File: src/rtl/rf_scoreboard.sv
// Register-file write scoreboard: per-register pending-write counters,
// issue stall generation, writeback retirement and flush handling.
module rf_scoreboard #(
    parameter int CNT_W = 2,
    parameter int TOT_W = 7
) (
    input  logic             Clk,
    input  logic             Reset,
    input  logic             Flush,
    input  logic             Issue_Valid,
    input  logic [4:0]       Issue_A1,
    input  logic             Issue_Use1,
    input  logic [4:0]       Issue_A2,
    input  logic             Issue_Use2,
    input  logic             Issue_Wr,
    input  logic [4:0]       Issue_A3,
    input  logic             WB_Valid,
    input  logic [4:0]       WB_A3,
    output logic             Stall,
    output logic             Accept,
    output logic [31:0]      Busy_Vec,
    output logic [TOT_W-1:0] Inflight,
    output logic             Err_Underflow
);

    localparam logic [CNT_W-1:0] CNT_MAX = '1;
    localparam logic [CNT_W-1:0] CNT_ONE = CNT_W'(1);

    logic [CNT_W-1:0] cnt_q [32];
    logic [CNT_W-1:0] cnt_d [32];
    logic [31:0]      busy_q;
    logic [31:0]      busy_d;
    logic [TOT_W-1:0] infl_q;
    logic [TOT_W-1:0] infl_d;
    logic             err_q;
    logic             err_d;

    logic        src1_hit;
    logic        src2_hit;
    logic        dst_full;
    logic        stall;
    logic        accept;
    logic        wb_hit;
    logic        any_inc;
    logic        any_dec;
    logic        underflow;
    logic [31:0] inc_v;
    logic [31:0] dec_v;

    // Hazard check looks only at registered counts; a same-cycle
    // writeback becomes visible in the RF one cycle later.
    always_comb begin
        src1_hit = Issue_Use1 & (Issue_A1 != 5'd0)
                 & (cnt_q[Issue_A1] != '0);
        src2_hit = Issue_Use2 & (Issue_A2 != 5'd0)
                 & (cnt_q[Issue_A2] != '0);
        dst_full = Issue_Wr & (Issue_A3 != 5'd0)
                 & (cnt_q[Issue_A3] == CNT_MAX);
        stall    = Issue_Valid & (src1_hit | src2_hit | dst_full);
        accept   = Issue_Valid & ~stall;
    end

    assign Stall  = stall;
    assign Accept = accept;

    always_comb begin
        wb_hit    = WB_Valid & (WB_A3 != 5'd0);
        any_inc   = accept & Issue_Wr & (Issue_A3 != 5'd0);
        any_dec   = wb_hit & (cnt_q[WB_A3] != '0);
        underflow = wb_hit & (cnt_q[WB_A3] == '0);
        inc_v     = '0;
        dec_v     = '0;
        for (int i = 1; i < 32; i++) begin
            inc_v[i] = any_inc & (Issue_A3 == 5'(i));
            dec_v[i] = any_dec & (WB_A3 == 5'(i));
        end
    end

    always_comb begin
        for (int i = 0; i < 32; i++) begin
            cnt_d[i] = cnt_q[i];
            unique case ({inc_v[i], dec_v[i]})
                2'b10:   cnt_d[i] = cnt_q[i] + CNT_ONE;
                2'b01:   cnt_d[i] = cnt_q[i] - CNT_ONE;
                default: cnt_d[i] = cnt_q[i];
            endcase
        end
        cnt_d[0] = '0;
        infl_d   = infl_q + TOT_W'(any_inc) - TOT_W'(any_dec);
        err_d    = err_q | (underflow & ~Flush);
        // Flush drops tracking but keeps the sticky error visible
        if (Flush) begin
            for (int i = 0; i < 32; i++) begin
                cnt_d[i] = '0;
            end
            infl_d = '0;
        end
        for (int i = 0; i < 32; i++) begin
            busy_d[i] = (cnt_d[i] != '0);
        end
    end

    always_ff @(posedge Clk) begin
        if (Reset) begin
            for (int i = 0; i < 32; i++) begin
                cnt_q[i] <= '0;
            end
            busy_q <= '0;
            infl_q <= '0;
            err_q  <= 1'b0;
        end else begin
            for (int i = 0; i < 32; i++) begin
                cnt_q[i] <= cnt_d[i];
            end
            busy_q <= busy_d;
            infl_q <= infl_d;
            err_q  <= err_d;
        end
    end

    assign Busy_Vec      = busy_q;
    assign Inflight      = infl_q;
    assign Err_Underflow = err_q;

endmodule

File: config.mk
export PLATFORM = sky130hd
export DESIGN_NAME = rf_scoreboard
export DESIGN_NICKNAME = d
export VERILOG_FILES = /design/src/rtl/rf_scoreboard.sv
export SDC_FILE = /design/constraint.sdc
export NUM_CORES = 1
export LEC_CHECK = 0
export ABC_AREA = 1
export CAP_MARGIN = 20
export CORE_UTILIZATION = 40
export CTS_CLUSTER_DIAMETER = 40
export DETAILED_ROUTE_END_ITERATION = 8
export GPL_TIMING_DRIVEN = 0
export PLACE_DENSITY = 0.6
export SKIP_LAST_GASP = 1
export SYNTH_ARGS = -nofsm -noshare
export SYNTH_HDL_FRONTEND = slang
export SYNTH_SLANG_ARGS = --single-unit
File: constraint.sdc
create_clock -name Clk -period 4.3 [get_ports Clk]
set_clock_uncertainty 0.1 [all_clocks]
set_input_delay 0.86 -clock Clk [delete_from_list [all_inputs] [get_ports Clk]]
set_output_delay 0.86 -clock Clk [all_outputs]
set_load 0.02 [all_outputs]
==> impl_results.md, run 1 <==
- Status: finished, final reports clean
- Initial antenna violation count: 0
- Synth Cell Area: 7240 um^2
- CTS buffer count: 9
- Vias: around 7900
- Die H: 137 um
- Placed inst area: 8180 um^2
- Starting Density: 0.414
- Yosys reg bits: 101
- Worst r2r dst: Inflight[6]
- DR vias/cell: 5.22
- DRT Pass-1 Iters: 5
- CTS tree: done
- Clock network power share: 0.389
- Layout area overhead: 18.7%
- Syn_area_per_cell: 6.02 um^2
- Syn_nets: 1271
- Seq/Total Area, Yosys: 0.279
- First-pass GRT wire length: just under 40000 um
- Min cycle time layout: about 4000 ps
- Final slew viol count: 0
- Share of cells above drive strength 1: 0.0696
- Sw power: 627 uW
- Die width: 137 um
- Final Hold Fails: 0
- Type of the worst setup path: primary input to flip-flop
- Clk pin slew, worst setup/hold paths: about 70 ps
- Sequential power share: 0.443
- Final setup fails: 0
- Leakage power: 0.00369 uW
- Num ports: 70
- Buf/Inv on CP: 7
- Grt total ovfl: 0
- P_int: between 1500 and 2000 uW
- Layout Nets: roughly 1400
- Largest net degree at the start of global routing: 17
- Stages on worst setup path: 26
- Core Area: 17500 um^2
- R2r startpoint: cnt_q[25][0]
- Sw Ratio: 0.292
- Final ANT Viol Nets: 0
- Async S/R FF share, synth: 0
- Logic gate share of total power: 0.168
- Total of max-cap violations: 0
- Hold Path Stages: 2
- Max IR drop VDD: 0.194 mV
- Dpl hpwl: roughly 19000 um
- Slew @ Worst Pin: roughly 770 ps
- Hold Path Class: flip-flop to flip-flop
- Vias in the first global route: slightly above 7000
- Required @ worst endpoint: roughly 4500 ps
- Hold path start: Err_Underflow
- Iter 0 DRT Violations: just under 700
- CP max stage cell: fa_1
- Total number of H-tree levels: 3
- Cells after Synth: 1204
- Most used cell, CP: nand2_1
- Finished Cell Area: 8600 um^2
- Top FF cell, synth: dfxtp_1
- Setup TNS: 0 ps
- CP Capture Type: flip-flop
- Total global-route track usage: 0.278
- Reg2reg setup slack: 500 ps
- Post-synth EDFFs: 0
- Peak Freq: approximately 250 MHz
- CTS Buffer Depth: 2
- Rows: 48
- Rel. slew slack: 0.484
- Root buf cell: clkbuf_16
- Routed wire per std cell: 16.5 um
- Yosys warns: 0
- Startpoint types: primary input
- Hold-fix buffers at CTS: 0
- Clock Sinks: roughly 100
- IO buf count: 65
- Die area: 18700 um^2
- Worst path max stage delay: 400 ps
- Number of diodes: 0
- Cell family with most CP delay: simple AND/OR/NAND/NOR gates
- Worst Path Arrival: 4190 ps
- CP max FO: 10
- RePlAce Congestion: slightly below 1
- Hold endpoint: Err_Underflow
- Final Cycle Share: 0.930
- Final wirelength: around 25000 um
- DRC viols: 0
- Total chip power: 2150 uW
- Yosys cell types: 35
- Pwr Density: 250 nW/um^2
- Clk_lat worst skew: ~360 ps
- R2r worst-path depth: 25
## final cells by class
cell class,count,area [um^2]
inverters,112,420
multi-input cells,949,4630
clock inverters,5,60.1
repair buffers,73,703
flip-flops and latches,101,2020
plain buffers,42,250
fillers,1875,8880
well taps,225,282
clock buffers,11,233
## power by group through the flow
stage                     combinational (uW)  sequential (uW)  clock [uW]
after floorplan                          206              980           0
after global placement                   338              972           0
after detailed placement                 337              972           0
after CTS                                339              950         854
after global routing                     391              951         892
final                                    360              950         835
## per-layer routing
layer	GRT usage	up-vias	routed length, um
met1	0.376	3615	11600
met3	0.0433	55	1710
met4	0.129	0	954
met5	0	-	0
met2	0.432	267	10700
li1	-	3983	-
## cells in the final DEF, fill, tap and decap left out, drive strengths merged
| master | netlist | routed |
|---|---|---|
| o21ai | 28 | 28 |
| nor2 | 288 | 288 |
| o21bai | 1 | 1 |
| a21oi | 21 | 21 |
| clkinv | 0 | 2 |
| xor2 | 1 | 1 |
| o31ai | 1 | 1 |
| ha | 38 | 38 |
| bufinv | 0 | 1 |
| nand4 | 40 | 40 |
| clkinvlp | 0 | 1 |
| nor3 | 28 | 28 |
| o221ai | 3 | 3 |
| o22ai | 37 | 37 |
| clkbuf | 23 | 41 |
| nand3 | 32 | 32 |
| o41ai | 1 | 1 |
| buf | 19 | 25 |
| nor3b | 2 | 2 |
| nand2 | 394 | 394 |
| o211ai | 1 | 1 |
| fa | 1 | 1 |
| inv | 112 | 113 |
| dlygate4sd2 | 0 | 2 |
| clkdlybuf4s50 | 0 | 50 |
| xnor2 | 31 | 31 |
| conb | 1 | 1 |
| dfxtp | 101 | 101 |
| dlymetal6s2s | 0 | 8 |
## cell families (layout without fill, tap and decap cells)
| family | Yosys count | count (layout) | synth area share |
|---|---|---|---|
| flip-flops | 101 | 101 | 0.279 |
| adder cells (fa/ha/maj) | 39 | 39 | 0.0684 |
| XOR/XNOR | 32 | 32 | 0.0387 |
| buffers and inverters | 154 | 243 | 0.0907 |
| AO/OA/AOI/OAI | 93 | 93 | 0.0745 |
| AND/OR/NAND/NOR | 784 | 784 | 0.448 |
| other | 1 | 1 | 0.000518 |
## cells in the mapped netlist (all sizes together), types with 2 or more instances
cell,number,area share
nand3,32,0.023
ha,38,0.066
nand4,40,0.043
a21oi,21,0.015
xnor2,31,0.037
nor3b,2,0.0021
nor3,28,0.019
dfxtp,101,0.28
clkbuf,23,0.012
o221ai,3,0.0036
inv,112,0.058
nand2,394,0.21
o22ai,37,0.032
nor2,288,0.16
o21ai,28,0.019
buf,19,0.021
## repair_timing
| action | CTS | global route |
|---|---|---|
| pin swaps | 0 | 7 |
| hold endpoints to repair | 0 | 0 |
| resized for setup | 9 | 44 |
| setup buffers | 0 | 8 |
| setup endpoints to repair | 4 | 4 |
## stage by stage
step,std cells,util,hold WS (ps),setup WS [ps]
after floorplan,1204,-,391,385
after global placement,1494,0.468,348,-746
after detailed placement,1494,0.468,348,-754
after CTS,1510,0.485,363,-204
after global routing,1518,0.492,374,-9.26
final,1518,0.492,360,302
## worst max-delay path by stage
stage	start	to	slack [ps]
finish	Issue_A3[3]	Inflight[6]	300
global route	Issue_A3[2]	Inflight[6]	-9
CTS	Issue_A3[0]	Inflight[6]	-200
detailed placement	Issue_A2[0]	Inflight[6]	-750
global placement	Issue_A2[1]	Inflight[6]	-750
floorplan	Issue_A3[0]	Inflight[6]	380
## sequential cells by signal, summed over array words and instances (netlist names)
signal,cells
cnt_q,62
Busy_Vec,31
Inflight,7
Err_Underflow,1
## worst register-to-register path, cell delays in order, from the launching register on
cell and delay [ps]:
dfxtp_1 360, nor2_1 400, nand2_1 100, nand2_1 70, nor2_1 40, o21ai_1 70, nand3_1 130, nand3_1 100
nand2_1 50, nand2_1 70, nand2_2 130, nor2_4 170, buf_6 150, nand3_1 80, ha_1 290, inv_1 50
ha_1 160, inv_1 50, fa_1 400, inv_1 70, a21oi_1 70, o21ai_2 160, a21oi_1 80, o21bai_1 170
o21ai_0 90, a21oi_1 130
Power figures use the tool's default switching activity.
==> inputs of run 2 (changes only) <==
--- a/config.mk
+++ b/config.mk
@@ -7,11 +7,11 @@
 export LEC_CHECK = 0
 export ABC_AREA = 1
 export CAP_MARGIN = 20
-export CORE_UTILIZATION = 40
+export CORE_UTILIZATION = 59
 export CTS_CLUSTER_DIAMETER = 40
 export DETAILED_ROUTE_END_ITERATION = 8
 export GPL_TIMING_DRIVEN = 0
-export PLACE_DENSITY = 0.6
+export PLACE_DENSITY = 0.83
 export SKIP_LAST_GASP = 1
 export SYNTH_ARGS = -nofsm -noshare
 export SYNTH_HDL_FRONTEND = slang
==> impl_results.md, run 2 (same netlist as run 1, synthesis figures left out) <==
- Status: finished, final reports clean
- DRC viols: 0 (unchanged)
- Layout area overhead: 17.9%
- Largest reg by FF count: cnt_q
- Worst Slack Setup Final: 276 ps (-25.6 ps)
- Most Used Layer, Global Route: met2
- CTS buffer count: 9 (unchanged)
- Finished Cell Area: 8540 um^2 (-0.61%)
- Starting Density: 0.603 (+0.189)
- Final setup fails: 0 (unchanged)
- Final wirelength: 24300 um (-2.8%)
- Rel. slew slack: 0.487 (+0.00334)
- Hold Path Class: flip-flop to flip-flop
- IO buf count: 65 (unchanged)
- CTS tree: done
- Type of the worst setup path: primary input to output pin
- Grt total ovfl: 0 (unchanged)
- CP max FO: 8 (-2)
- Final ANT Viol Nets: 0 (unchanged)
- Die area: 12700 um^2 (-32%)
- Total number of H-tree levels: 3 (unchanged)
- Worst Path Arrival: 3060 ps (-1130 ps)
- Layout Nets: 1357 (+0.15%)
- Largest net degree at the start of global routing: 19 (+2)
- CP Capture Type: output pin
- Die width: 113 um (-17%)
- Clk pin slew, worst setup/hold paths: 70 ps (about the same)
- Hold Path Stages: 2 (unchanged)
- Commonest non-fill, non-tap cells in the layout: nand2_1, nor2_1, inv_1
- Max reg flops: 62 (unchanged)
- Rows: 40 (-17%)
- Startpoint types: primary input
- Total global-route track usage: 0.384 (+0.106)
- Max IR drop VDD: 0.320 mV (+65%)
- CTS Buffer Depth: 2 (unchanged)
- RePlAce Congestion: 1.04 (+7.8%)
- Pwr Density: 257 nW/um^2 (+2.9%)
- Peak Freq: 249 MHz (-0.64%)
- Final Cycle Share: 0.936 (+0.00596)
- First-pass GRT wire length: 37300 um (-3.6%)
- Final Hold Fails: 0 (unchanged)
- Num ports: 70 (unchanged)
- Iter 0 DRT Violations: 953 (+38%)
- Core Area: 12000 um^2 (-31%)
- Dpl ws: -745 ps (+8.49 ps)
- R2r worst-path depth: 25 (unchanged)
- Met3 usage: 0.0921 (+0.0488)
- Clock Sinks: 101 (unchanged)
- Required @ worst endpoint: 3340 ps (-1160 ps)
- Vias in the first global route: 7343 (+3.3%)
- Dpl hpwl: 18400 um (-4.9%)
- Fillers: 1041 (-44%)
- Total of max-cap violations: 0 (unchanged)
- Initial antenna violation count: 0 (unchanged)
- Leakage power: 0.00374 uW (+1.1%)
- Routed wire per std cell: 16.8 um (+2.3%)
- Root buf cell: clkbuf_16
- Die H: 113 um (-17%)
- Met2 Use GR: 0.598 (+0.167)
- Commonest non-fill, non-tap cell in the layout: nand2_1
- Hold-fix buffers at CTS: 0 (unchanged)
- Reg2reg setup slack: 510 ps (about the same)
- DRT Pass-1 Iters: 7 (+2)
- Number of diodes: 0 (unchanged)
- Share of cells above drive strength 1: 0.0703 (+0.000665)
- Met1 GRT Util: 0.494 (+0.118)
- Placed inst area: 8080 um^2 (-1.2%)
- Min cycle time layout: 4020 ps (+25.6 ps)
- Slew @ Worst Pin: 770 ps (-5.01 ps)
- DR vias/cell: 5.74 (+9.9%)
- Vias: 8272 (+4.4%)
- Clk_lat worst skew: 370 ps (about the same)
- Final slew viol count: 0 (unchanged)
-- run 2: cell count changes in the layout (fill, tap and decap cells not counted), moves of 2 or more --
cell / change
clkbuf_1: -3
nor2_1: +2
inv_8: +2
buf_4: +3
buf_12: +2
nor2_4: -3
buf_6: -2
-- run 2: power by group --
part | switching [uW] | internal, uW | total (uW)
registers | 6.69 | 943 | 950
clock network | 397 | 478 | 875
logic | 243 | 126 | 369
-- run 2: final cells by class --
type                       count  area (um^2)  area share
multi-input combinational    949         4610       0.539
sequential                   101         2020       0.237
timing repair buffer          75          726      0.0849
inverter                     112          420      0.0492
buffer                        42          269      0.0315
clock buffer                  10          239      0.0280
tap                          147          184      0.0215
clock inverter                 6         77.6     0.00908
-- run 2: stage by stage --
stage          utilization  power, uW  hold slack (ps)  cells  TNS [ps]
2_1_floorplan            -       1190              391   1204         0
3_3_place_gp         0.673       1300              343   1416     -2270
6_report             0.711       2190              375   1442         0
5_1_grt              0.711       2260              395   1442     -80.2
3_5_place_dp         0.673       1310              362   1416     -2170
4_1_cts              0.699       2170              376   1432      -197
-- run 2: per-layer routing --
layer  wire, um  up-vias
li1           -     4005
met1       9940     3732
met2      10500      447
met3       2750       88
met4       1090        0
met5          0        -
-- run 2: what timing repair did --
item                       in CTS  in global routing
setup buffers                   0                 10
resized for setup              10                 44
setup endpoints to repair       4                  5
pin swaps                       0                  8
-- run 2: final timing paths --
path / from / endpoint
worst max-delay path: Issue_A3[3] / Stall
worst min-delay path: Err_Underflow / Err_Underflow
worst max register to register: cnt_q[19][0] / Inflight[6]
worst min register to register: Err_Underflow / Err_Underflow
-- run 2: worst max-delay path, stage by stage --
cell and delay [ps]:
dlymetal6s2s_1 190, inv_1 80, nor2_1 440, nand2_1 100, nand2_1 70, inv_1 40
nand2_1 60, nand2_1 70, nand2_1 60, nand2_1 70, nor2_2 150, nor2_4 70
buf_6 120, buf_4 160, nor2_1 140, dlygate4sd2_1 350
==> inputs of run 3 (changes only) <==
==> constraint.sdc (replaced) <==
create_clock -name Clk -period 4.15 [get_ports Clk]
set_clock_uncertainty 0.1 [all_clocks]
set_input_delay 0.83 -clock Clk [delete_from_list [all_inputs] [get_ports Clk]]
set_output_delay 0.83 -clock Clk [all_outputs]
set_load 0.02 [all_outputs]
==> impl_results.md, run 3 (same netlist as run 1, synthesis figures left out) <==
- Slew @ Worst Pin: 796 ps (+26.0 ps)
- Final Hold Fails: 0 (unchanged)
- Hold Path Class: flip-flop to flip-flop
- Placed cell count: 1416 (unchanged)
- Layout Nets: 1357 (unchanged)
- Status: finished, final reports clean
- Commonest non-fill, non-tap cells in the layout: nand2_1, nor2_1, dfxtp_1
- Sw power: 674 uW (+4.3%)
- Hold-fix buffers at CTS: 0 (unchanged)
- Required @ worst endpoint: 4350 ps (+1010 ps)
- Layout area overhead: 17.8%
- IO buf count: 65 (unchanged)
- Iter 0 DRT Violations: 977 (+2.5%)
- Pwr Density: 267 nW/um^2 (+4.0%)
- Startpoint types: primary input
- Rows: 40 (unchanged)
- Largest reg by FF count: cnt_q
- Final slew viol count: 0 (unchanged)
- CP Capture Type: flip-flop
- Fin cells: 1442 (unchanged)
- Share of cells above drive strength 1: 0.0788 (+0.00849)
- Total of max-cap violations: 0 (unchanged)
- Max IR drop VDD: 0.335 mV (+4.5%)
- Min cycle time layout: 3930 ps
- DRC viols: 0 (unchanged)
- Clock Sinks: 101 (unchanged)
- Die H: 113 um (unchanged)
- Logic gate share of total power: 0.169 (about the same)
- Vias in the first global route: 7353 (+0.14%)
- CTS buffer count: 9 (unchanged)
- Fillers: 1053 (+1.2%)
- First-pass GRT wire length: 37400 um (+0.24%)
- Hold_ws: 374 ps (-0.376 ps)
- Die width: 113 um (unchanged)
- Total number of H-tree levels: 3 (unchanged)
- CTS tree: done
- RePlAce Congestion: 1.04 (unchanged)
- Finished Core Util: 0.710 (-0.00104)
- Die area: 12700 um^2 (unchanged)
- Final ANT Viol Nets: 0 (unchanged)
- DRT Pass-1 Iters: 6 (-1)
- Final wirelength: 24300 um (about the same)
- Final setup fails: 0 (unchanged)
- Num ports: 70 (unchanged)
- Rel. slew slack: 0.469 (-0.0173)
- Number of diodes: 0 (unchanged)
- Root buf cell: clkbuf_16
- Type of the worst setup path: primary input to flip-flop
- Sw Ratio: 0.296 (+0.00146)
- Routed wire per std cell: 16.8 um (about the same)
- Clk_lat worst skew: 370 ps (about the same)
- Grt total ovfl: 0 (unchanged)
- Core Area: 12000 um^2 (unchanged)
- P_int: 1600 uW (+3.6%)
- CP max FO: 8 (unchanged)
- Dpl hpwl: 18400 um (unchanged)
- Starting Density: 0.603 (unchanged)
- Total chip power: 2280 uW (+3.8%)
- Largest net degree at the start of global routing: 19 (unchanged)
- Peak Freq: 255 MHz
- Sequential power share: 0.432 (about the same)
- DR vias/cell: 5.74 (+0.12%)
- Final Cycle Share: 0.946
- Initial antenna violation count: 0 (unchanged)
- Worst Path Arrival: 4130 ps (+1070 ps)
- Commonest non-fill, non-tap cell in the layout: nand2_1
- Clk pin slew, worst setup/hold paths: 70 ps (about the same)
- Leakage power: 0.00370 uW (-0.88%)
- Total global-route track usage: 0.385 (+0.000691)
- Vias: 8282 (+0.12%)
- CTS Buffer Depth: 2 (unchanged)
- Clock network power share: 0.399 (about the same)
- Max reg flops: 62 (unchanged)
run 3: cell type report:
cell class | instances | area [um^2] | share of cell area
inverters | 112 | 420 | 0.0493
clock buffers | 10 | 239 | 0.0280
repair buffers | 75 | 703 | 0.0824
multi-input cells | 949 | 4630 | 0.542
flip-flops and latches | 101 | 2020 | 0.237
plain buffers | 42 | 259 | 0.0304
clock inverters | 6 | 77.6 | 0.00909
well taps | 147 | 184 | 0.0216
run 3: worst max-delay path, stage by stage:
cell and delay [ps]:
dlymetal6s2s_1 150, buf_6 160, nand2_2 200, nor2_1 60, nor2_1 120, nand2_1 90
nand2_1 60, nand2_1 60, nor2_1 100, nor2_1 50, nor2_2 120, nor2_4 60
nor2_4 110, buf_6 120, nand3_1 80, ha_1 320, inv_1 70, ha_1 170
inv_1 60, fa_2 350, inv_1 70, a21oi_1 70, o21ai_2 170, a21oi_1 80
o21bai_1 170, o21ai_0 90, a21oi_1 130
run 3: final timing paths:
check,slack [ps],start,end,cells past startpoint
worst max register to register,400,cnt_q[19][0],Inflight[6],25
worst min register to register,370,Err_Underflow,Err_Underflow,2
worst min-delay path,370,Err_Underflow,Err_Underflow,2
worst max-delay path,220,Issue_A3[0],Inflight[6],27
run 3: metal layers:
metal	routed length, um	vias to the layer above	GRT usage	part of all wire
li1	-	4004	-	-
met1	10000	3711	0.498	0.41
met2	10400	479	0.600	0.43
met3	2740	88	0.0889	0.11
met4	1120	0	0.197	0.046
met5	0	-	0	0
run 3: through the flow:
| step | setup WS (ps) | TNS (ps) | instance area [um^2] |
|---|---|---|---|
| 5_1_grt | -23.6 | -23.6 | 8530 |
| 3_5_place_dp | -865 | -3070 | 8080 |
| 4_1_cts | -210 | -210 | 8410 |
| 6_report | 222 | 0 | 8530 |
| 3_3_place_gp | -874 | -3170 | 8080 |
| 2_1_floorplan | 265 | 0 | 7240 |
run 3: power groups by stage:
| stage | clock network (uW) | registers (uW) | logic (uW) |
|---|---|---|---|
| detailed placement | 0 | 1010 | 347 |
| finish | 910 | 984 | 384 |
| global route | 948 | 985 | 412 |
| CTS | 916 | 984 | 352 |
| global placement | 0 | 1010 | 344 |
| floorplan | 0 | 1020 | 213 |
run 3: repair_timing:
action                                  4_1_cts  5_1_grt
buffers inserted                              1        9
pin swaps                                     1        9
endpoints found under the setup margin        5        5
cloned                                        0        0
resized for setup                            13       53
